===== src/rtl/star_bank.sv =====
// star_bank: bank of N_STARS collectible stars for the object layer.
// Each star has a fixed world position. An inclusive AABB overlap with the
// character collects an ACTIVE star. The bank also keeps a saturating score,
// emits a one-cycle collect event and supports a synchronous level clear.
// Optional feature macro: STAR_RESPAWN_EN. When it is defined, a collected
// star waits RESPAWN_CYCLES cycles and then respawns. When it is undefined,
// a collected star stays gone until reset or clear.
module star_bank #(
  parameter int unsigned               N_STARS        = 4,
  parameter logic [N_STARS*10-1:0]     STAR_X_INIT    = {10'd347, 10'd300, 10'd200, 10'd100},
  parameter logic [N_STARS*10-1:0]     STAR_Y_INIT    = {4{10'd56}},
  parameter int unsigned               STAR_W         = 12,
  parameter int unsigned               CHAR_W         = 12,
  parameter int unsigned               RESPAWN_CYCLES = 1000
) (
  input  logic                    sys_clk,
  input  logic                    RST_N,
  input  logic [9:0]              char_X,
  input  logic [9:0]              char_Y,
  input  logic [9:0]              bg_pos,
  input  logic                    clear,
  output logic [N_STARS*10-1:0]   star_x,
  output logic [N_STARS*10-1:0]   star_y,
  output logic [N_STARS-1:0]      en,
  output logic [N_STARS-1:0]      touch,
  output logic                    collect_pulse,
  output logic [3:0]              collect_idx,
  output logic [7:0]              star_count,
  output logic                    all_collected
);

`ifdef STAR_RESPAWN_EN
  typedef enum logic [1:0] {ACTIVE, GONE, WAIT} star_state_t;
  localparam int unsigned CNT_W = (RESPAWN_CYCLES > 1) ? $clog2(RESPAWN_CYCLES) : 1;
  logic [CNT_W-1:0] cnt [N_STARS];
`else
  typedef enum logic [1:0] {ACTIVE, GONE} star_state_t;
`endif

  star_state_t        state [N_STARS];
  logic [N_STARS-1:0] overlap;
  logic [N_STARS-1:0] hit;
  logic [4:0]         hit_cnt;
  logic [3:0]         hit_idx;
  logic [8:0]         count_sum;
  logic [7:0]         count_next;

  logic [10:0] cx;
  logic [10:0] cy;
  assign cx = {1'b0, char_X};
  assign cy = {1'b0, char_Y};

  for (genvar g = 0; g < N_STARS; g++) begin : g_star
    localparam logic [9:0] SX = STAR_X_INIT[10*g +: 10];
    localparam logic [9:0] SY = STAR_Y_INIT[10*g +: 10];
    // Overlap is evaluated in 11 bits so that the box edges near 1023 cannot wrap.
    assign overlap[g] = (cx <= 11'(SX) + 11'(STAR_W)) && (cx + 11'(CHAR_W) >= 11'(SX)) &&
                        (cy <= 11'(SY) + 11'(STAR_W)) && (cy + 11'(CHAR_W) >= 11'(SY));
    assign star_x[10*g +: 10] = SX - bg_pos;
    assign star_y[10*g +: 10] = SY;
    assign en[g]              = (state[g] == ACTIVE);
  end

  assign hit = en & overlap;

  // Count this cycle's collections and find the lowest collected index.
  always_comb begin
    logic found;
    found   = 1'b0;
    hit_cnt = '0;
    hit_idx = '0;
    for (int unsigned i = 0; i < N_STARS; i++) begin
      if (hit[i]) begin
        hit_cnt = hit_cnt + 5'd1;
        if (!found) begin
          hit_idx = 4'(i);
          found   = 1'b1;
        end
      end
    end
    count_sum  = {1'b0, star_count} + 9'(hit_cnt);
    count_next = count_sum[8] ? 8'hFF : count_sum[7:0];
  end

  // Per-star state machines, score, event and all-collected flag.
  always_ff @(posedge sys_clk or negedge RST_N) begin
    if (!RST_N) begin
      for (int unsigned i = 0; i < N_STARS; i++) begin
        state[i] <= ACTIVE;
`ifdef STAR_RESPAWN_EN
        cnt[i]   <= '0;
`endif
      end
      touch         <= '0;
      collect_pulse <= 1'b0;
      collect_idx   <= '0;
      star_count    <= '0;
      all_collected <= 1'b0;
    end else if (clear) begin
      for (int unsigned i = 0; i < N_STARS; i++) begin
        state[i] <= ACTIVE;
`ifdef STAR_RESPAWN_EN
        cnt[i]   <= '0;
`endif
      end
      touch         <= '0;
      collect_pulse <= 1'b0;
      star_count    <= '0;
      all_collected <= 1'b0;
    end else begin
      for (int unsigned i = 0; i < N_STARS; i++) begin
        case (state[i])
          ACTIVE: begin
            if (overlap[i]) begin
`ifdef STAR_RESPAWN_EN
              state[i] <= WAIT;
              cnt[i]   <= CNT_W'(RESPAWN_CYCLES - 1);
`else
              state[i] <= GONE;
`endif
              touch[i] <= 1'b1;
            end
          end
`ifdef STAR_RESPAWN_EN
          // The counter parks at zero while the character still overlaps the star.
          WAIT: begin
            if (cnt[i] == '0) begin
              if (!overlap[i]) state[i] <= ACTIVE;
            end else begin
              cnt[i] <= cnt[i] - 1'b1;
            end
          end
`endif
          default: ;
        endcase
      end
      collect_pulse <= |hit;
      if (|hit) collect_idx <= hit_idx;
      star_count    <= count_next;
      all_collected <= (en == '0) && (star_count != '0);
    end
  end

endmodule


===== config.mk =====
export PLATFORM = sky130hd
export DESIGN_NAME = star_bank
export DESIGN_NICKNAME = d
export VERILOG_FILES = /design/src/rtl/star_bank.sv
export SDC_FILE = /design/constraint.sdc
export NUM_CORES = 1
export LEC_CHECK = 0
export CORE_ASPECT_RATIO = 0.75
export CORE_UTILIZATION = 30
export DETAILED_ROUTE_END_ITERATION = 10
export GPL_TIMING_DRIVEN = 0
export PLACE_DENSITY = 0.65
export SETUP_SLACK_MARGIN = 0.5
export SYNTH_ARGS = -nofsm -noshare
export SYNTH_HDL_FRONTEND = slang
export SYNTH_SLANG_ARGS = --single-unit

===== constraint.sdc =====
create_clock -name sys_clk -period 3 [get_ports sys_clk]
set_clock_uncertainty 0.1 [all_clocks]
set_input_delay 0.75 -clock sys_clk [delete_from_list [all_inputs] [get_ports sys_clk]]
set_output_delay 0.75 -clock sys_clk [all_outputs]
set_load 0.05 [all_outputs]

* Word-level counts from Yosys, hierarchy flattened *
Cells that the tools add are included.

cells by class
  add/subtract/negate cells = 10
  order comparisons = 10
  muxes and demuxes = 35
  bitwise operators = 2
  reductions and logical operators = 33

operator list
  cell                   number
  $mux 8                 3
  $add 10x4->11 const B  2
  $ge 11x9->1 const B    2
  $le 10x7->1 const B    2
  $le 10x9->1 const B    2
  $mux 4                 5
  $sub 9x10->10 const A  2
  $mux 1                 16
  $mux 2                 8
  $reduce_bool 2->1      8
  $add 5x1->5 const B    3
  $mux 5                 3
  $logic_and 1x1->1      13
  $ge 11x6->1 const B    1
  $ge 11x7->1 const B    1
  $ge 11x8->1 const B    1
  $le 10x8->1 const B    1
  $reduce_and 2->1       5
  $sub 7x10->10 const A  1
  $sub 8x10->10 const A  1
  $add 8x5->9            1
  $logic_not 2->1        4
  $reduce_bool 8->1      1
  $and 4x4->4            1
  3 further kinds        3

word-level totals
  register bits = 26
  input bits = 33
  output and inout port bits = 102
  logic and storage cells = 102

* Logic depth before layout (Yosys ltp) *
Gate-level depths: netlist of run 1.

  depth in word-level cells = 16
  mapped depth = 21
  depth with buffers taken out = 19

* Worst setup path before layout of run 1 *
Ideal clock, no wire load.

  path kind = in2reg
  from = input char_Y[2]
  to = register star_count[6]
  setup time = 86 ps
  arrival = 4,692 ps
  data required time = 2,814 ps
  setup slack = -1,878 ps
  cell stages on the path = 16
  path buffers = 0
  path through = ha_1 or3b_4 a2111oi_2 o311ai_0 o21ai_4 nand4_1 ha_1 xnor2_2 ha_1 mux2_1 fa_1 a21o_1 a21o_1 and2_1 and4b_1 nor3_1

on the way
  longest elaborated chain between the ends = 14
  elaborated cells on any way between the ends = 22
  those cells by class = 5 x add/sub; 2 x order compare; 6 x mux; 1 x bitwise; 8 x reduce/logical

RTL lines
  item                                              line    source
  from (decl)                                       19      input logic [9:0] char_Y,
  $add 10x4->11 or $le 10x7->1 (tied branches)      58      (cy <= 11'(SY) + 11'(STAR_W)) && (cy + 11'(CHAR_W) >= 11'(SY));
  $ge 11x6->1 or $logic_and 1x1->1 (tied branches)  58, 57
  $logic_and 1x1->1                                 58
  $and 4x4->4 (*)                                   64      assign hit = en & overlap;
  $mux 1                                            73      if (hit[i]) begin
  $add 5x1->5                                       74      hit_cnt = hit_cnt + 5'd1;
  $mux 5                                            73
  $add 5x1->5                                       74
  $mux 5                                            73
  $add 5x1->5                                       74
  $mux 5 (*)                                        73
  $add 8x5->9 (*)                                   81      count_sum = {1'b0, star_count} + 9'(hit_cnt);
  $mux 8 (*)                                        82      count_next = count_sum[8] ? 8'hFF : count_sum[7:0];
  $mux 8 (*)                                        99      end else if (clear) begin
  to (signal assigned)                              139     star_count <= count_next;
  to (decl)                                         28      output logic [7:0] star_count,

Every way passes the cells marked *; elsewhere a longest branch is shown, timed or not.
A chain may end at the register's enable or synchronous reset.

* Worst setup path after layout of run 1 *
  from = input char_Y[2]
  to = register star_count[0]

The elaborated chain is that of the path after synthesis.

==> results of run 1 <==
## cell usage in the layout, fill, tap and decap left out, drive strengths merged, types with 6 or more instances in the layout
master           n
clkdlybuf4s50   30
xor2            11
nor2b            6
nand4            7
conb            43
xnor2           23
nand3            7
nand2           12
dlygate4sd2      7
inv             22
ha              19
o21ai           10
dfrtp           16
a31oi            7
nor2            15
nor3             9
clkbuf          16
a21oi           25
buf            161
## logic make-up after synthesis
family          synth area share
buf+inv                    0.204
compound gates             0.252
simple gates               0.170
xor+xnor                   0.114
fa+ha+maj                 0.0959
flops                      0.149
mux                       0.0121
other cells              0.00280
## sequential cells by signal (all words and copies together) (netlist names)
name	count
collect_pulse	1
state	1
collect_idx	2
star_count	8
touch	3
all_collected	1
## final cells by class
| type | count | area share |
|---|---|---|
| multi-input combinational | 267 | 0.501 |
| tap | 108 | 0.0237 |
| sequential | 16 | 0.0701 |
| timing repair buffer | 148 | 0.266 |
| clock buffer | 4 | 0.0156 |
| buffer | 66 | 0.102 |
| inverter | 26 | 0.0210 |
## where the power goes
part           leakage, nW  switching, mW  internal [mW]
Clock               0.0442         0.0843          0.202
Combinational         2.24          0.657          0.461
Sequential           0.220         0.0126          0.228
Total                 2.51          0.754          0.891
## routing by layer
metal	vias up	share of wire	global-route usage
met5	-	0	0
met4	0	0.0028	0.0123
met3	2	0.063	0.0225
met2	127	0.47	0.298
met1	1424	0.46	0.265
li1	1489	-	-
## worst max-delay path, cell delays in order
cell,delay (ns)
buf_12,0.08
ha_4,0.11
or3b_4,0.42
a2111oi_4,0.36
o2111ai_4,0.20
a2111oi_4,0.45
nand2_2,0.13
ha_4,0.26
xnor2_2,0.13
ha_1,0.28
mux2_4,0.27
fa_2,0.35
a21o_1,0.17
a21o_1,0.17
and2_4,0.16
nand4_1,0.19
a21oi_1,0.11
## repair_timing
action | in CTS | in global routing
buffers inserted | 41 | 20
pin swaps | 40 | 50
setup endpoints to repair | 55 | 45
gates resized for setup | 373 | 47
## path summary, 6_finish.rpt
kind	to	slack, ns	cells past startpoint
max reg2reg	star_count[0]	-0.26	12
min reg2reg	collect_idx[0]	0.43	1
min	collect_idx[0]	0.43	1
max in group asynchronous	touch[2]	1.49	1
max	star_count[0]	-1.61	17
min in group asynchronous	touch[1]	0.85	1
## through the flow
stage               TNS (ns)  utilization  instance area [sq um]  worst slack, ns
finish                -12.94        0.667                   5710            -1.61
detailed placement    -60.42        0.548                   4690            -2.65
CTS                   -12.99        0.628                   5380            -1.64
global route          -14.82        0.667                   5710            -1.77
floorplan             -13.56            -                   3690            -1.59
global placement      -58.41        0.548                   4690            -2.58
==> results by stage, run 1 <==
Place:
- During placement, the flow inserted port buffers numbering 87.
- The placed cell count is 570.
- The routability-driven placement congestion ratio is 0.856.
- Detailed placement ended at an HPWL of 6240 um.

Drt:
- The total via count after detailed routing is 3042.
- In the routed layout, each cell is associated on average with a via count of 4.79.
- In this run the remaining antenna-violating nets after routing total 0.
- For this block, the routed nets add up to 9000 um of wire.
- The initial detailed-routing violation count is 200.
- In the final routed layout, each cell accounts on average for 14.2 um.
- For this run, the detailed router's first-pass iteration total came to 8.
- The number of remaining DRC errors is 26.

Layout:
- In the final layout, the share of cells above drive strength 1 is 0.537.
- The multi-input combinational cell area is 2860 sq um.
- From synthesis to final layout, the design area changed by 113%.
- The number of standard cells in the layout, taps in and fillers out is 635.
- The number of antenna diodes in the final layout is 0.
- The total number of nets in the final design is 581.
- The filler cell count in the final layout is 652.
- The register area is 400 sq um.

Clock tree:
- The quantity of hold-fixing buffers added after cts is 0.
- The later-pin clock latency in the skew report is 0.25 ns.
- After clock tree synthesis, the clock-pin slew on the worst setup and hold paths is 0.05 ns.
- The tree built by TritonCTS fans out to 16 sinks.
- Buffers inserted during clock tree synthesis total 3.
- The clock passes through at most 2 buffers.
- The H-tree depth reported by CTS is 1.
- The clock tree from TritonCTS is done.
- The root buffer cell is clkbuf_16.

STA:
- The number of endpoints failing setup at the final stage is 14.
- The hold violation total from the final report is 0.
- Hold is met by 0.430 ns.
- Setup repair after global routing could not meet its margin everywhere.
- The final critical path time including I/O delays and setup is 4.61 ns.
- The setup slack of the critical path after layout is -1.61 ns.
- The ratio of final minimum period to clock period is 1.54.
- The actual slew at the worst max-slew pin is 0.738 ns.
- Measured against its own limit, the worst slew margin works out to 0.507.
- The final max-slew violation count is 0.
- The top achievable clock speed is 217 MHz.

Global routing:
- Across every metal layer, demand over resource in global routing totals 0.182.
- The number of antenna violations at the first check in global routing is 0.
- The via count of the first global-routing pass is 2823.
- The first global-routing pass estimated 14200 um of wire.
- The total congestion overflow after global routing is 0.
- Entering global routing, the biggest net connects 17 pins.

Power and ir drop:
- The worst-case IR drop observed on VDD is 0.375 mV.
- Summed over all cells, the static leakage comes to 2.51 nW.
- The overall power after layout is 1.65 mW.
- The ratio of total power to cell area is 288 nW/um^2.

Synth:
- Of all flip-flops after synthesis, the portion carrying an async set or reset was 1.00.
- The cell area that synthesis handed to floorplanning was 2690 sq um.
- The share of Yosys cell area claimed by the top area cell type is 0.149.
- The post-synthesis area per instance is 8.04 sq um.
- The synthesized netlist cell count is 334.
- In the post-synthesis netlist, the cell with the most instances is buf_4.
- Synthesis inferred 16 register bits.
- The cell taking the most area after synthesis is dfrtp_1.
- Synthesis instantiated 68 different standard cells from the library.
- The fraction of the yosys area taken by sequential cells is 0.149.
- The Yosys step of the flow raised 0 warnings.
- For this run, the leading register cell type out of synthesis is dfrtp_1.
- Sorting the synthesized cells by area gives the leading types as dfrtp_1 15%, buf_4 14%, ha_1 8.8%, xnor2_1 7.2%, a21oi_1 4.7%.
- Counting flops with a built-in enable in the synthesized netlist gives 0.
- After synthesis, the most frequently instantiated cells are 51 x buf_4, 26 x inv_1, 25 x a21oi_1.

Flow run:
- Across the run, the number of max-cap violations was 0.

Floorplanning:
- The height of the die is 84.0 um.
- The die covers 9340 sq um.
- The core region is 8560 sq um.
- The die width is 111 um.
- 135 I/O pins were placed.
- Row generation in the floorplan step produced 29 rows.
- The starting utilization of the core area is 0.314.

Worst setup path:
- Of all nets on the critical path, the largest fanout is 5.
- The critical path starts at char_Y[2].
- The data arrival time at the worst-slack endpoint is 4.62 ns.
- The critical path data required time is 3.01 ns.
- By startpoint and endpoint, the worst setup path is classified as in2reg.
- The kind of start point of the critical path is a primary input.
- The worst register-to-register path begins at touch[1].
- The type of element capturing the critical path is a flip-flop.

Outcome:
- The run finished, with violations left.
- The checks that failed: design-rule violations, negative setup slack.

Min path:
- The worst min-delay path class is reg2reg.
- The worst hold path begins at collect_idx[0].
No activity file was read; power rests on OpenSTA's default activity.
==> run 2, diff against run 1 <==
- PLACE_DENSITY: 0.65 -> 0.72
- SLEW_MARGIN: default -> 20
==> run 2 against run 1 <==
Net effect:
- the run still ends with design-rule violations, negative setup slack left
- final area is 4.2% higher
- cell count grew 2.2%
- critical path depth up 1
- sequential power about the same
- maximum frequency down 2.3%
- largest cell class unchanged
- largest power group unchanged
- highest routed layer unchanged
==> results by stage, run 2 (same netlist as run 1, synthesis figures left out) <==
Layout:
- The largest registers in the layout are star_count: 8 flops, touch: 3 flops, collect_idx: 2 flops.
- The register with the most flip-flops in the layout has 8 of them.
- The antenna cell count is 0.
- In the layout the commonest cells are 78 x buf_6, 75 x buf_4, 43 x conb_1.
- In the final layout, the share of cells above drive strength 1 is 0.564.
- After filler insertion, the fill cell instance count of the layout stands at 604.
- At the end of the flow, the number of nets in the layout was 595.
- The area of all placed cells without fillers is 5950 sq um.
- More flip-flops sit in one register than any other, and that register is star_count.
- The area added between synthesis and finish is 121%.
- The most common cell after layout, fill and taps aside is buf_6.

Drt:
- In the routed layout, each cell is associated on average with a via count of 4.88.
- The aggregate routed wire length is 9420 um.
- The first TritonRoute pass finished after 9 iterations.
- After detailed routing, the average wire length per cell comes to 14.5 um.
- The detail route stage leaves a number of antenna-violating nets equal to 0.
- The total via count after detailed routing is 3167.
- The initial detailed-routing violation count is 202.
- The number of remaining DRC errors is 26.

Floorplanning:
- 135 I/O pins were placed.
- The core region is 8560 sq um.
- The full die area is 9340 sq um.
- The die width is 111 um.
- The site row count is 29.
- The initial utilization of the core area, before any placement, comes to 0.314.
- The height of the die is 84.0 um.

Worst setup path:
- In this run the number of cells on the critical path is 18.
- The critical path's slowest cell is a2111oi_4.
- The cell class contributing the biggest share of worst-path delay is compound AO/OA/AOI/OAI gates.
- The depth of the worst register-to-register path is 12.
- Walking the worst path, the cells encountered are buf_12 -> ha_4 -> or3b_4 -> buf_6 -> a2111oi_4 -> o31ai_2 -> a2111oi_4 -> nand2_2 -> ha_4 -> xnor2_4 -> ha_4 -> mux2_4 -> fa_2 -> a21o_1 -> a21o_1 -> and2_4 -> nand4_1 -> a21oi_1.
- The kind of start point of the critical path is a primary input.
- Counting both buffers and inverters, the worst setup path holds a total of 2.
- At the worst endpoint, the required time is 3.01 ns.
- For this run, the slowest stage of the critical path takes 0.41 ns.
- Data arrives at the worst endpoint at 4.72 ns.
- The dominant cell type by count on the critical path is ha_4.
- Along the worst path, the maximum fanout reaches 5.
- The worst setup path is captured at a flip-flop.
- The type of the worst setup path is in2reg.

STA:
- The hold violation total from the final report came to 0.
- Headroom to the max-slew limit came out at 0.527.
- Derived from the worst setup path, the maximum achievable clock frequency is 212 MHz.
- The actual slew at the worst max-slew pin is 0.708 ns.
- The ratio of final minimum period to clock period is 1.57.
- Setup repair after global routing could not meet its margin everywhere.
- The setup slack of the critical path after layout is -1.71 ns.
- The final max-slew violation count was 0.
- Counting I/O delays and the setup requirement, the final critical path takes 4.71 ns.
- The hold slack is 0.411 ns.
- Setup violations remaining at the end of the flow were counted as 14.

Power and ir drop:
- The ratio of total power to cell area is 280 nW/um^2.
- The analysis attributes to cell leakage a power of 2.61 nW.
- Across the VDD grid, the largest voltage drop is 0.242 mV.
- The overall power after layout is 1.66 mW.

Global routing:
- The first-pass GRT wire length is 14900 um.
- The most used routing layer is met2.
- The global routing usage summed across all routing layers is 0.194.
- For this run, global-route usage on met2 was measured as 0.336.
- The number of antenna violations at the first check in global routing is 0.
- Entering global routing, the biggest net connects 17 pins.
- The via count of the first global-routing pass is 2926.
- The met3 routing resource usage after global routing is 0.0261.
- For met1 alone, demand over resource in global routing was 0.262.
- The total congestion overflow after global routing is 0.

Place:
- The count of buffers from port buffering is 87.
- Summing all placed instances gives a cell area of 4690 sq um.
- The routability-driven placement congestion ratio is 0.895.
- Summed over all nets, the half-perimeter wirelength after detailed placement is 6210 um.

Clock tree:
- The number of clock sinks seen by CTS is 16.
- The deepest clock path buffer count is 2.
- TritonCTS built the clock tree.
- TritonCTS created 3 clock buffers.
- The root buffer cell is clkbuf_16.
- The clock transition at the registers of the reported paths is 0.05 ns.
- At the later pin of the worst-skew pair, clock insertion delay measures 0.25 ns.
- In this run the number of H-tree levels came out at 1.

Outcome:
- The checks that failed: design-rule violations, negative setup slack.
- The run finished, with violations left.

Min path:
- The cell count of the worst hold path is 1.
- The min-delay analysis places its worst path in the category reg2reg.

Flow run:
- Across the run, the number of max-cap violations was 0.
## run 2: changes by cell type in the layout (fill, tap and decap cells not counted), sizes merged
cell           delta
dlygate4sd2       +2
clkdlybuf4s50     -3
clkbuf            -2
buf              +15
dlymetal6s2s      +1
clkdlybuf4s18     +1
## run 2: metrics by stage
step                utilization  TNS [ns]  worst slack, ns  std cells
finish                    0.695    -15.48            -1.71        649
global route              0.695    -17.14            -1.87        649
CTS                       0.657    -15.25            -1.70        627
detailed placement        0.548    -59.71            -2.63        570
global placement          0.548    -57.74            -2.57        570
floorplan                     -    -13.56            -1.59        375
## run 2: worst register-to-register path, stage by stage (launching register included)
cell and delay (ns):
dfrtp_1 0.47, a2111oi_4 0.31, nand2_2 0.14, ha_4 0.29
xnor2_4 0.18, ha_4 0.22, mux2_4 0.27, fa_2 0.34
a21o_1 0.17, a21o_1 0.18, and2_4 0.17, nand4_1 0.22
a21oi_1 0.11
## run 2: cell type report
cell class	count	area [sq um]	share of cell area
multi-input combinational	267	2920	0.491
timing repair buffer	162	1700	0.285
buffer	66	584	0.0982
sequential	16	400	0.0673
tap	108	135	0.0227
inverter	26	123	0.0206
clock buffer	4	88.8	0.0149
## run 2: repair_timing
action / in CTS / in global routing
setup endpoints to repair: 55 / 47
buffers inserted: 53 / 22
pin swaps: 46 / 47
resized for setup: 400 / 51
hold buffers: 0 / 0
gates cloned: 0 / 0
endpoints found under the hold margin: 0 / 0
## run 2: power by group
group,internal (mW),switching [mW],leakage (nW)
registers,0.228,0.0124,0.220
clock network,0.203,0.0899,0.0442
logic,0.469,0.662,2.35
total,0.900,0.764,2.61
## run 2: path summary, 6_finish.rpt
check,to,slack [ns],startpoint
worst max-delay path,star_count[3],-1.71,char_Y[2]
worst min-delay path,collect_idx[0],0.41,collect_idx[0]
worst max register to register,star_count[3],-0.32,touch[1]
worst min register to register,collect_idx[0],0.41,collect_idx[0]
max in group asynchronous,star_count[0],1.53,RST_N
min in group asynchronous,all_collected,0.82,RST_N
## run 2: per-layer routing
layer,vias to the layer above,part of all wire,wire (um)
met3,17,0.081,761
met5,-,0,0
met4,0,0.012,110
met2,184,0.49,4580
li1,1511,-,-
met1,1455,0.42,3970
==> run 3, diff against run 2 <==
- PLACE_DENSITY: 0.72 -> 0.7
- clock period: 3 -> 5.95 ns (I/O delays scaled with it)
==> run 3 against run 2 <==
Net effect:
- the flow finishes with violations (design-rule violations)
- global-route usage shrank 3.6 points
- die area is the same
- clock-buffer cell count is the same
- non-clock buffer count shrank 53
- first-iteration DRC count shrank 28%
- cell count shrank 8.2%
- routed wire length shrank 15%
- worst setup slack gained 2.2 ns
- sequential power shrank 50%
- sequential share of layout area grew 2.5 points
- critical path type unchanged
- largest cell class unchanged
- highest routed layer unchanged
==> results by stage, run 3 (same netlist as run 1, synthesis figures left out) <==
Outcome:
- The flow ran to the end, but the final reports show violations.
- The checks that failed: design-rule violations.

Clock tree:
- The deepest clock path buffer count is 2.
- The clock transition at the registers of the reported paths is 0.05 ns.
- The number of clock sinks seen by CTS is 16.
- In this run the clock root is driven by a clkbuf_16.
- TritonCTS built the clock tree.
- The H-tree depth reported by CTS is 1.
- The later pin in the worst-skew pair is clocked with a latency of 0.24 ns.
- The number of clock buffers inserted by TritonCTS is 3.
- After clock tree synthesis, the flow added hold-fix buffers numbering 0.

Layout:
- Leaving out fill and tap cells, the most frequent cell in the layout is buf_4.
- After routing the design area is 4330 sq um.
- The register with the most flip-flops in the layout has 8 of them.
- The top cell types in the final layout, fill and taps aside, are 72 x buf_4, 64 x clkdlybuf4s50_1, 43 x conb_1.
- The share of cells above drive strength 1 is 0.270.
- More flip-flops sit in one register than any other, and that register is star_count.
- The antenna cell count is 0.
- The largest registers in the layout are star_count: 8 flops, touch: 3 flops, collect_idx: 2 flops.
- The share of the core filled with cells is 0.506.
- The area added between synthesis and finish is 61.2%.
- After the last flow step, the layout net total stands at 542.

Floorplanning:
- The core outline area is 8560 sq um.
- The site row count is 29.
- The starting utilization of the core area is 0.314.
- From left edge to right edge, the die measures 111 um.
- The height of the die is 84.0 um.
- The total I/O pin count is 135.
- The full die area is 9340 sq um.

Worst setup path:
- The critical path data required time is 5.95 ns.
- The type of element capturing the critical path is a flip-flop.
- Along the worst path, the maximum fanout reaches 10.
- For this run, the slowest stage of the critical path takes 0.47 ns.
- The type of the worst setup path is in2reg.
- The largest individual stage delay along the critical path comes from the cell clkdlybuf4s50_1.
- The worst setup path is launched from a primary input.
- The critical path runs through a total of 17 cells.
- Together, buffers and inverters on the worst path number 2.
- The cell class contributing the biggest share of worst-path delay is simple AND/OR/NAND/NOR gates.
- For flop-to-flop paths, the worst setup slack is 2.64 ns.
- The data arrival time at the worst-slack endpoint is 5.46 ns.
- Counting cells, the worst reg-to-reg path comes to 12.
- In this run the critical register-to-register path is captured at star_count[5].
- Walking the worst path, the cells encountered are clkdlybuf4s50_1 -> buf_2 -> nand2_1 -> nor2_1 -> nand2_1 -> a221o_1 -> nand4_1 -> ha_4 -> xnor2_4 -> ha_4 -> mux2_4 -> fa_2 -> a21o_1 -> a21o_1 -> and2_4 -> nand4_1 -> a21oi_1.
- The worst register-to-register path begins at touch[1].

STA:
- For the pin with the worst max-slew slack, the measured transition is 0.739 ns.
- Setup repair after global routing could not meet its margin everywhere.
- Derived from the worst setup path, the maximum achievable clock frequency is 183 MHz.
- The final max-slew violation count is 0.
- Subtracting the final worst setup slack from the clock period gives 5.46 ns.
- The hold violation total from the final report is 0.
- The worst pin sits at a relative slew slack of 0.505.
- Setup violations remaining at the end of the flow were counted as 0.
- The ratio of final minimum period to clock period is 0.917.
- After routing, the total negative slack on setup checks comes to 0 ns.

Drt:
- The remaining antenna violation count is 0.
- The routed design has 8020 um of wire.
- The ratio of routed vias to standard cells is 4.77.
- The number of remaining DRC errors is 16.
- The initial detailed-routing violation count is 146.
- The routed length per instance is 13.5 um.
- The total via count after detailed routing is 2840.
- The iteration count of the initial detailed-routing pass is 7.

Power and ir drop:
- The clock share of power is 0.208.
- The power spent charging and discharging nets is 0.327 mW.
- The overall power after layout is 0.691 mW.
- The relative contribution of combinational cells to total power is 0.618.
- The portion of total power attributed to sequential cells is 0.173.
- Dividing total power by cell area gives a power density of 160 nW/um^2.
- Cell internal power was estimated by the tool at 0.363 mW.
- VDD sags by at most 0.117 mV.
- Of the total power, the share spent switching nets is 0.474.
- For this design the static power due to leakage is 2.00 nW.

Min path:
- In this run the worst hold path is classified as reg2reg.
- The worst hold path begins at collect_idx[1].
- The cell count of the worst hold path is 1.
- The worst-case hold path end point is collect_idx[1].

Place:
- The congestion estimate from routability-driven global placement came to 0.874.
- After legalization and detailed placement, the total HPWL measured 5960 um.
- Summing all placed instances gives a cell area of 3890 sq um.
- The count of buffers from port buffering is 87.

Global routing:
- The global routing usage summed across all routing layers is 0.158.
- The most used routing layer is met2.
- The total congestion overflow after global routing is 0.
- The global routing met1 resource utilization is 0.199.
- The met2 capacity usage during global routing is 0.277.
- The number of antenna violations at the first check in global routing is 0.
- The via count of the first global-routing pass was 2605.
- The first global-routing pass estimated 12300 um of wire.
- For met3 alone, demand over resource in global routing was 0.0327.
- Entering global routing, the biggest net connects 17 pins.

Flow run:
- The reported max-cap violation count is 0.
==> run 3: cell count changes in the layout (fill, tap and decap cells not counted), moves of 5 or more <==
cell / previous run / this run
buf_8: 10 / 3
xnor2_4: 19 / 1
a21oi_4: 8 / 0
dlymetal6s2s_1: 3 / 10
xor2_4: 7 / 0
buf_12: 7 / 0
buf_6: 78 / 4
xor2_1: 3 / 11
a21oi_1: 11 / 21
inv_1: 16 / 24
ha_1: 8 / 13
xnor2_1: 3 / 22
clkdlybuf4s50_1: 27 / 64
ha_4: 9 / 4
==> run 3: routing by layer <==
metal  share of wire  wire [um]
met5               0          0
met4           0.010         83
met3           0.063        508
met2            0.51       4060
met1            0.42       3380
==> run 3: final cells by class <==
type / count / area, sq um
Inverter: 26 / 105
Timing Repair Buffer: 109 / 1040
Clock buffer: 4 / 88.8
Multi-Input combinational cell: 267 / 2080
Buffer: 66 / 482
Sequential cell: 16 / 400
Tap cell: 108 / 135
Fill cell: 818 / 4230
==> run 3: metrics by stage <==
| step | cells | worst slack (ns) | hold WS, ns |
|---|---|---|---|
| 6_report | 596 | 0.494 | 0.396 |
| 4_1_cts | 586 | 0.509 | 0.391 |
| 2_1_floorplan | 375 | 0.525 | 0.716 |
| 3_3_place_gp | 570 | -0.521 | 0.387 |
| 3_5_place_dp | 570 | -0.679 | 0.380 |
| 5_1_grt | 596 | 0.321 | 0.424 |
==> run 3: worst max-delay path by stage <==
stage | end | start | slack (ns)
detailed placement | star_count[6] | char_X[2] | -0.68
global route | star_count[5] | char_X[7] | 0.32
CTS | star_count[6] | char_X[4] | 0.51
finish | star_count[5] | char_X[7] | 0.49
global placement | star_count[7] | char_X[2] | -0.52
floorplan | star_count[6] | char_Y[2] | 0.53
==> run 3: power by group through the flow <==
stage               sequential [mW]  clock, mW  combinational (mW)
detailed placement            0.121          0               0.411
CTS                           0.119      0.146               0.414
global placement              0.121          0               0.408
global route                  0.121      0.153               0.448
finish                        0.120      0.144               0.427
floorplan                     0.142          0               0.279
==> run 3: what timing repair did <==
action,4_1_cts,5_1_grt
setup endpoints to repair,15,17
pin swaps,15,23
gates resized for setup,37,59
buffers inserted,12,10
==> run 3: worst register-to-register path: stages (launching register included) <==
cell	delay [ns]
dfrtp_1	0.46
a2111oi_4	0.27
nand2_2	0.14
ha_4	0.29
xnor2_4	0.19
ha_4	0.22
mux2_4	0.27
fa_2	0.34
a21o_1	0.18
a21o_1	0.19
and2_4	0.17
nand4_1	0.23
a21oi_1	0.12
==> RTL edit 1, RTL diff (flow settings as in run 2) <==
Put one more register stage on the output `star_count`. The value now appears one clock later. The other outputs are not delayed to match.
--- a/src/rtl/star_bank.sv
+++ b/src/rtl/star_bank.sv
@@ -29,4 +29,6 @@
   output logic                    all_collected
 );
+
+  logic [7:0] star_count_s0;
 
 `ifdef STAR_RESPAWN_EN
@@ -79,5 +81,5 @@
       end
     end
-    count_sum  = {1'b0, star_count} + 9'(hit_cnt);
+    count_sum  = {1'b0, star_count_s0} + 9'(hit_cnt);
     count_next = count_sum[8] ? 8'hFF : count_sum[7:0];
   end
@@ -95,5 +97,5 @@
       collect_pulse <= 1'b0;
       collect_idx   <= '0;
-      star_count    <= '0;
+      star_count_s0 <= '0;
       all_collected <= 1'b0;
     end else if (clear) begin
@@ -106,5 +108,5 @@
       touch         <= '0;
       collect_pulse <= 1'b0;
-      star_count    <= '0;
+      star_count_s0 <= '0;
       all_collected <= 1'b0;
     end else begin
@@ -137,7 +139,11 @@
       collect_pulse <= |hit;
       if (|hit) collect_idx <= hit_idx;
-      star_count    <= count_next;
-      all_collected <= (en == '0) && (star_count != '0);
+      star_count_s0 <= count_next;
+      all_collected <= (en == '0) && (star_count_s0 != '0);
     end
+  end
+
+  always_ff @(posedge sys_clk) begin
+    star_count <= star_count_s0;
   end
 
Behaviour: not the same (Yosys sat finds a counterexample within 4 cycles, from zero or initial values and one cycle with RST_N low).
==> RTL edit 1 against run 2 <==
- the flow still finishes with violations (DRC, setup timing)
- critical path depth rose by 2
- area after synthesis grew 1.5%
- power increased by 9.8%
- synthesized cell count is 1.2% higher
- worst setup slack worse by 0.0028 ns
- final area rose by 4.2%
- sequential cell count is 8 higher
- wire length up 17%
- sequential share of layout area increased by 2.3 points
- largest cell class unchanged
- largest power group unchanged
==> RTL edit 1: results (changes against run 2) <==
The largest stage delay on the critical path is 0.49 ns (+0.08 ns), and the endpoint arrival time on the critical path is 4.73 ns (about the same). The wire length on met2 is 5800 µm (+27%), and the fraction of synthesized area in multiplexers is 1.15% (-0.064 points). In the post-synthesis netlist, the cell with the most instances is sky130_fd_sc_hd__buf_4. The share of flip-flops with an asynchronous set or reset after synthesis is 66.7% (-33 points). In the final layout, the registers with the most flip-flops are star_count: 8 flops, star_count_s0: 8 flops, touch: 3 flops. The run gives 0.332 mV (+38%) as the largest voltage drop on the vdd net. The tools report the sequential cell area fraction in the yosys report as 20.6% (+5.6 points). Met1 wire length: 4630 µm (+16%). For this design, the slowest cell found on the critical path is sky130_fd_sc_hd__or4b_4. The mean cell area of the mapped netlist was 8.07 µm² (+0.34%); the global routing usage summed across all routing layers was 19.0% (-0.43 points). The endpoint identified for the worst register-to-register timing path is star_count_s0[5]$_DFF_PN0_. The run gives 611 (+2.7%) as the number of nets in the layout. In the synthesized netlist, the cells that appear most often are 49 x sky130_fd_sc_hd__buf_4, 27 x sky130_fd_sc_hd__a21oi_1, 26 x sky130_fd_sc_hd__inv_1. The tools report the clock buffer count from CTS as 3 (unchanged). The path with the worst hold slack has its endpoint at star_count[2]$_DFF_P_. The share of total power consumed by net switching works out to 43.3% (-2.6 points). The tools report the number of cells in the design after placement as 574 (+0.70%). The tools report the routed wire length as 11,000 µm (+17%). The fraction of the mapped netlist area in adder cells is 9.45% (-0.15 points), and the largest fanout on the critical path is 7 (+2). The placed wire-length estimate is 6190 µm (-0.25%), and the met2 track demand over resource is 32.0% (-1.7 points). Worst relative slew slack: 51.0% (-1.7 points). The number of remaining DRC errors is 6 (-77%), and the xor/xnor share of the synthesized area is 11.2% (-0.13 points). The length of the first detailed-routing pass in iterations is 11 (+2). The port buffer count works out to 87 (unchanged).

The detailed router's first-iteration violation count was 149 (-26%); the diode insertion count for antenna repair was 0 (unchanged). For the placer's final routability congestion estimate, the log shows 0.875 (-2.3%). The checks that failed: DRC, setup timing. The number of setup violations in the final report was 15 (+1); the hold path depth was 0 (-1).

The logs give 571 (-5.5%) for the number of filler instances in the final layout and 31.6% (+0.21 points) for the initial core utilization. The least setup slack across all paths after layout was -1.72 ns (-0.00282 ns). The static leakage was 2.80 nW (+7.1%). The tools report the wire length of the first global-routing pass as 14,700 µm (-1.3%). The filler-free cell count of the finished design is 665 (+2.5%), and the number of different library cells in the post-synthesis netlist is 64 (-5.9%). The run gives 2.24% (-0.38 points) as the met3 track demand over resource. The area fraction in compound gates after synthesis is 20.0% (-5.3 points). By area the synthesized netlist is led by sky130_fd_sc_hd__dfrtp_1 15%, sky130_fd_sc_hd__buf_4 13%, sky130_fd_sc_hd__ha_1 8.7%. The run finished, with violations left. The startpoint identified for the worst hold timing path is star_count_s0[2]$_DFF_PN0_.

For the via count of the first global-routing pass, the log shows 2,855 (-2.4%). On the critical path the largest part of the delay comes from simple AND/OR/NAND/NOR gates. The share of final-layout standard cells stronger than drive strength 1 was 57.8% (+1.4 points).
[RTL edit 1: power by group through the flow]
stage	combinational [mW]	sequential, mW	clock (mW)
finish	1.17	0.341	0.316
detailed placement	0.919	0.346	0
CTS	1.04	0.341	0.318
global placement	0.912	0.346	0
global route	1.21	0.342	0.336
floorplan	0.673	0.369	0
[RTL edit 1: per-stage QoR]
stage / TNS, ns / worst slack [ns] / hold slack, ns / power, mW / instance area [µm²]
global route: -15.55 / -1.85 / 0.321 / 1.89 / 6200
floorplan: -13.67 / -1.63 / 0.274 / 1.04 / 3720
detailed placement: -61.02 / -2.82 / 0.297 / 1.26 / 4730
CTS: -13.58 / -1.73 / 0.311 / 1.70 / 5600
global placement: -59.61 / -2.76 / 0.294 / 1.26 / 4730
finish: -13.90 / -1.72 / 0.308 / 1.83 / 6200
[RTL edit 1: worst register-to-register path, stage by stage (launching register included)]
cell and delay, ns:
sky130_fd_sc_hd__dfrtp_1 0.44, sky130_fd_sc_hd__nor4_1 0.54, sky130_fd_sc_hd__o311ai_4 0.28, sky130_fd_sc_hd__ha_4 0.29, sky130_fd_sc_hd__xnor2_2 0.14, sky130_fd_sc_hd__ha_1 0.31
sky130_fd_sc_hd__mux2_4 0.29, sky130_fd_sc_hd__fa_2 0.35, sky130_fd_sc_hd__a21o_1 0.16, sky130_fd_sc_hd__a21o_1 0.17, sky130_fd_sc_hd__and2_4 0.16, sky130_fd_sc_hd__nand4_1 0.20
sky130_fd_sc_hd__a21oi_1 0.11
[RTL edit 1: layout make-up]
type / instances / area share [%]
Buffer: 63 / 9.10
Tap cell: 108 / 2.18
Clock buffer: 4 / 1.43
Timing Repair Buffer: 174 / 30.2
Sequential cell: 24 / 9.04
Multi-Input combinational cell: 266 / 45.7
Inverter: 26 / 2.30
[RTL edit 1: repair_timing]
item	4_1_cts	5_1_grt
resized for setup	413	64
cloned	0	2
pin swaps	46	48
buffers inserted	43	42
endpoints found under the hold margin	0	0
hold buffers	0	0
endpoints found under the setup margin	55	46
[RTL edit 1: logic make-up after synthesis]
group                      after synthesis
AOI/OAI and AO/OA                       78
xor gates and xnor gates                35
adders and majority gates               20
buffers and inverters                   89
DFF                                     24
muxes                                    3
other                                    2
and+or+nand+nor                         87
[RTL edit 1: worst max-delay path by stage]
stage	start	end	slack, ns	cells past startpoint
after floorplan	char_X[3]	star_count_s0[6]$_DFF_PN0_	-1.63	19
after CTS	char_Y[2]	star_count_s0[5]$_DFF_PN0_	-1.73	18
final	char_X[3]	star_count_s0[5]$_DFF_PN0_	-1.72	20
after global placement	char_X[2]	star_count_s0[1]$_DFF_PN0_	-2.76	20
after global routing	char_Y[4]	star_count_s0[5]$_DFF_PN0_	-1.85	16
after detailed placement	char_X[3]	star_count_s0[0]$_DFF_PN0_	-2.82	20
==> RTL edit 2, RTL diff (flow settings as in run 2) <==
Without the edit above. Build with the macro `STAR_RESPAWN_EN` defined.
--- a/src/rtl/star_bank.sv
+++ b/src/rtl/star_bank.sv
@@ -6,4 +6,6 @@
 // star waits RESPAWN_CYCLES cycles and then respawns. When it is undefined,
 // a collected star stays gone until reset or clear.
+`define STAR_RESPAWN_EN
+
 module star_bank #(
   parameter int unsigned               N_STARS        = 4,
Behaviour: no difference found for any inputs over 4 cycles, from zero or initial values and one cycle with RST_N low; that may be too few to reach the edited logic, so the function may still have changed.
==> RTL edit 2 against run 2 <==
- the run ends with setup timing left
- synthesized cell count increased by 71%
- power rose by 88%
- final area up 51%
- sequential cell count grew 44
- worst hold slack lost 0.25 ns
- worst setup slack gained 0.46 ns
- utilization is 11 points lower
- critical path depth increased by 2
- final cell count grew 56%
- combinational power up 14%
- wire length rose by 72%
- area after synthesis is 80% higher
- critical path type unchanged
- critical endpoint is now star_count[7]$_DFF_PN0_
- largest power group unchanged
- highest routed layer unchanged
==> RTL edit 2: results (changes against run 2) <==
The run finished, with violations left. The final reports fail on setup timing. The run gives 1,268 (+110%) as the number of filler instances in the final layout. By area the synthesized netlist is led by sky130_fd_sc_hd__dfrtp_1 31%, sky130_fd_sc_hd__buf_4 7.6%, sky130_fd_sc_hd__xnor2_1 6.0%.

The family of cells with the greatest summed delay on the critical path was simple AND/OR/NAND/NOR gates. The largest fanout on the critical path is 4 (-1). The logs give 18.3% (-1.1 points) for the global routing usage summed across all routing layers and 9840 µm (+59%) for the placed wire-length estimate.

The sequential cell area fraction in the yosys report is 31.0% (+16 points). The level count of the clock H-tree is 3 (+2), and the number of setup violations in the final report is 13 (-1). The wire length of the first global-routing pass was 24,000 µm (+61%). Path category of the worst min-delay check: input pin to async pin. The least setup slack across all paths after layout was -1.26 ns (+0.457 ns); the maximum number of pins on one net before global-route repair was 48 (+31).

After synthesis, the most frequently instantiated cells are 60 x sky130_fd_sc_hd__dfrtp_1, 49 x sky130_fd_sc_hd__buf_4, 46 x sky130_fd_sc_hd__a21oi_1, 46 x sky130_fd_sc_hd__inv_1, 46 x sky130_fd_sc_hd__nor2_1. The clock insertion delay at the later pin of the skew report was 0.34 ns (+0.09 ns). The largest registers in the layout are cnt: 40 flops, star_count: 8 flops. The post-placement worst setup slack was -2.43 ns (+0.207 ns); the vias per cell was 4.92 (+0.85%). The register-to-register setup slack is -0.20 ns (+0.12 ns).

The measured slew at the worst slew-check pin was 0.752 ns (+0.0439 ns). The run gives 0 (unchanged) as the number of antenna violations at the first check in global routing. The number of nets in the layout was 862 (+45%); the detailed router's first-iteration violation count was 271 (+34%). The largest voltage drop on the vdd net is 0.309 mV (+28%), and the wire length per cell is 16.0 µm (+10%).

The number of different library cells in the post-synthesis netlist was 67 (-1.5%). The slowest cell on the critical path was sky130_fd_sc_hd__or4b_4. The largest stage delay on the critical path came out at 0.45 ns (+0.04 ns). The clock buffer count from CTS was 9 (+6).

The logs give 4.37 ns (-0.35 ns) for the endpoint arrival time on the critical path and 0.848 (-5.2%) for the placer's final routability congestion estimate. Final setup TNS: -10.09 ns (+5.39 ns).
[RTL edit 2: stage by stage]
stage,std cells,cell area [µm²],hold WS [ns]
5_1_grt,1015,9000,0.163
6_report,1015,9000,0.161
2_1_floorplan,611,5880,0.354
3_5_place_dp,903,7020,0.408
4_1_cts,976,8310,0.162
3_3_place_gp,902,7000,0.391
[RTL edit 2: final timing paths]
kind | start | endpoint
setup reg to reg | state[5]$_DFFE_PN0P_ | star_count[7]$_DFF_PN0_
max in group asynchronous | RST_N | cnt[29]$_DFFE_PN0P_
hold reg to reg | touch[2]$_DFFE_PN0P_ | touch[2]$_DFFE_PN0P_
min in group sys_clk | touch[2]$_DFFE_PN0P_ | touch[2]$_DFFE_PN0P_
setup / recovery | char_Y[3] | star_count[7]$_DFF_PN0_
hold / removal | RST_N | cnt[2]$_DFFE_PN0P_
[RTL edit 2: power breakdown]
group,total (mW),internal (mW),switching [mW],leakage (nW)
clock,0.947,0.574,0.373,0.135
sequential,0.894,0.845,0.0491,0.795
combinational,1.29,0.539,0.749,3.06
[RTL edit 2: metal layers]
metal | track usage [%] | vias up | wire length (µm)
met3 | 3.94 | 18 | 748
met4 | 5.51 | 0 | 229
li1 | - | 2405 | -
met5 | 0 | - | 0
met1 | 25.2 | 2439 | 7250
met2 | 28.6 | 133 | 8030
[RTL edit 2: what timing repair did]
action	CTS	global route
pin swaps	61	64
cloned	1	0
hold endpoints to repair	0	0
setup endpoints to repair	104	86
buffers inserted	56	39
gates resized for setup	457	108
[RTL edit 2: final cells by class]
type | instances | area [µm²] | share of cell area (%)
plain buffers | 72 | 586 | 6.51
clock inverters | 5 | 27.5 | 0.306
multi-input cells | 433 | 4260 | 47.3
inverters | 46 | 218 | 2.42
flip-flops and latches | 60 | 1500 | 16.7
clock buffers | 11 | 243 | 2.70
well taps | 205 | 256 | 2.85
repair buffers | 183 | 1910 | 21.2
[RTL edit 2: kinds of logic (layout without fill, tap and decap cells)]
group | after synthesis | in the layout | share of synthesized area (%)
simple gates | 169 | 169 | 19.0
compound gates | 135 | 135 | 18.7
buf+inv | 118 | 317 | 13.2
flops | 60 | 60 | 31.0
xor+xnor | 55 | 55 | 9.94
fa+ha+maj | 24 | 24 | 6.35
mux | 7 | 7 | 1.65
other cells | 2 | 43 | 0.155
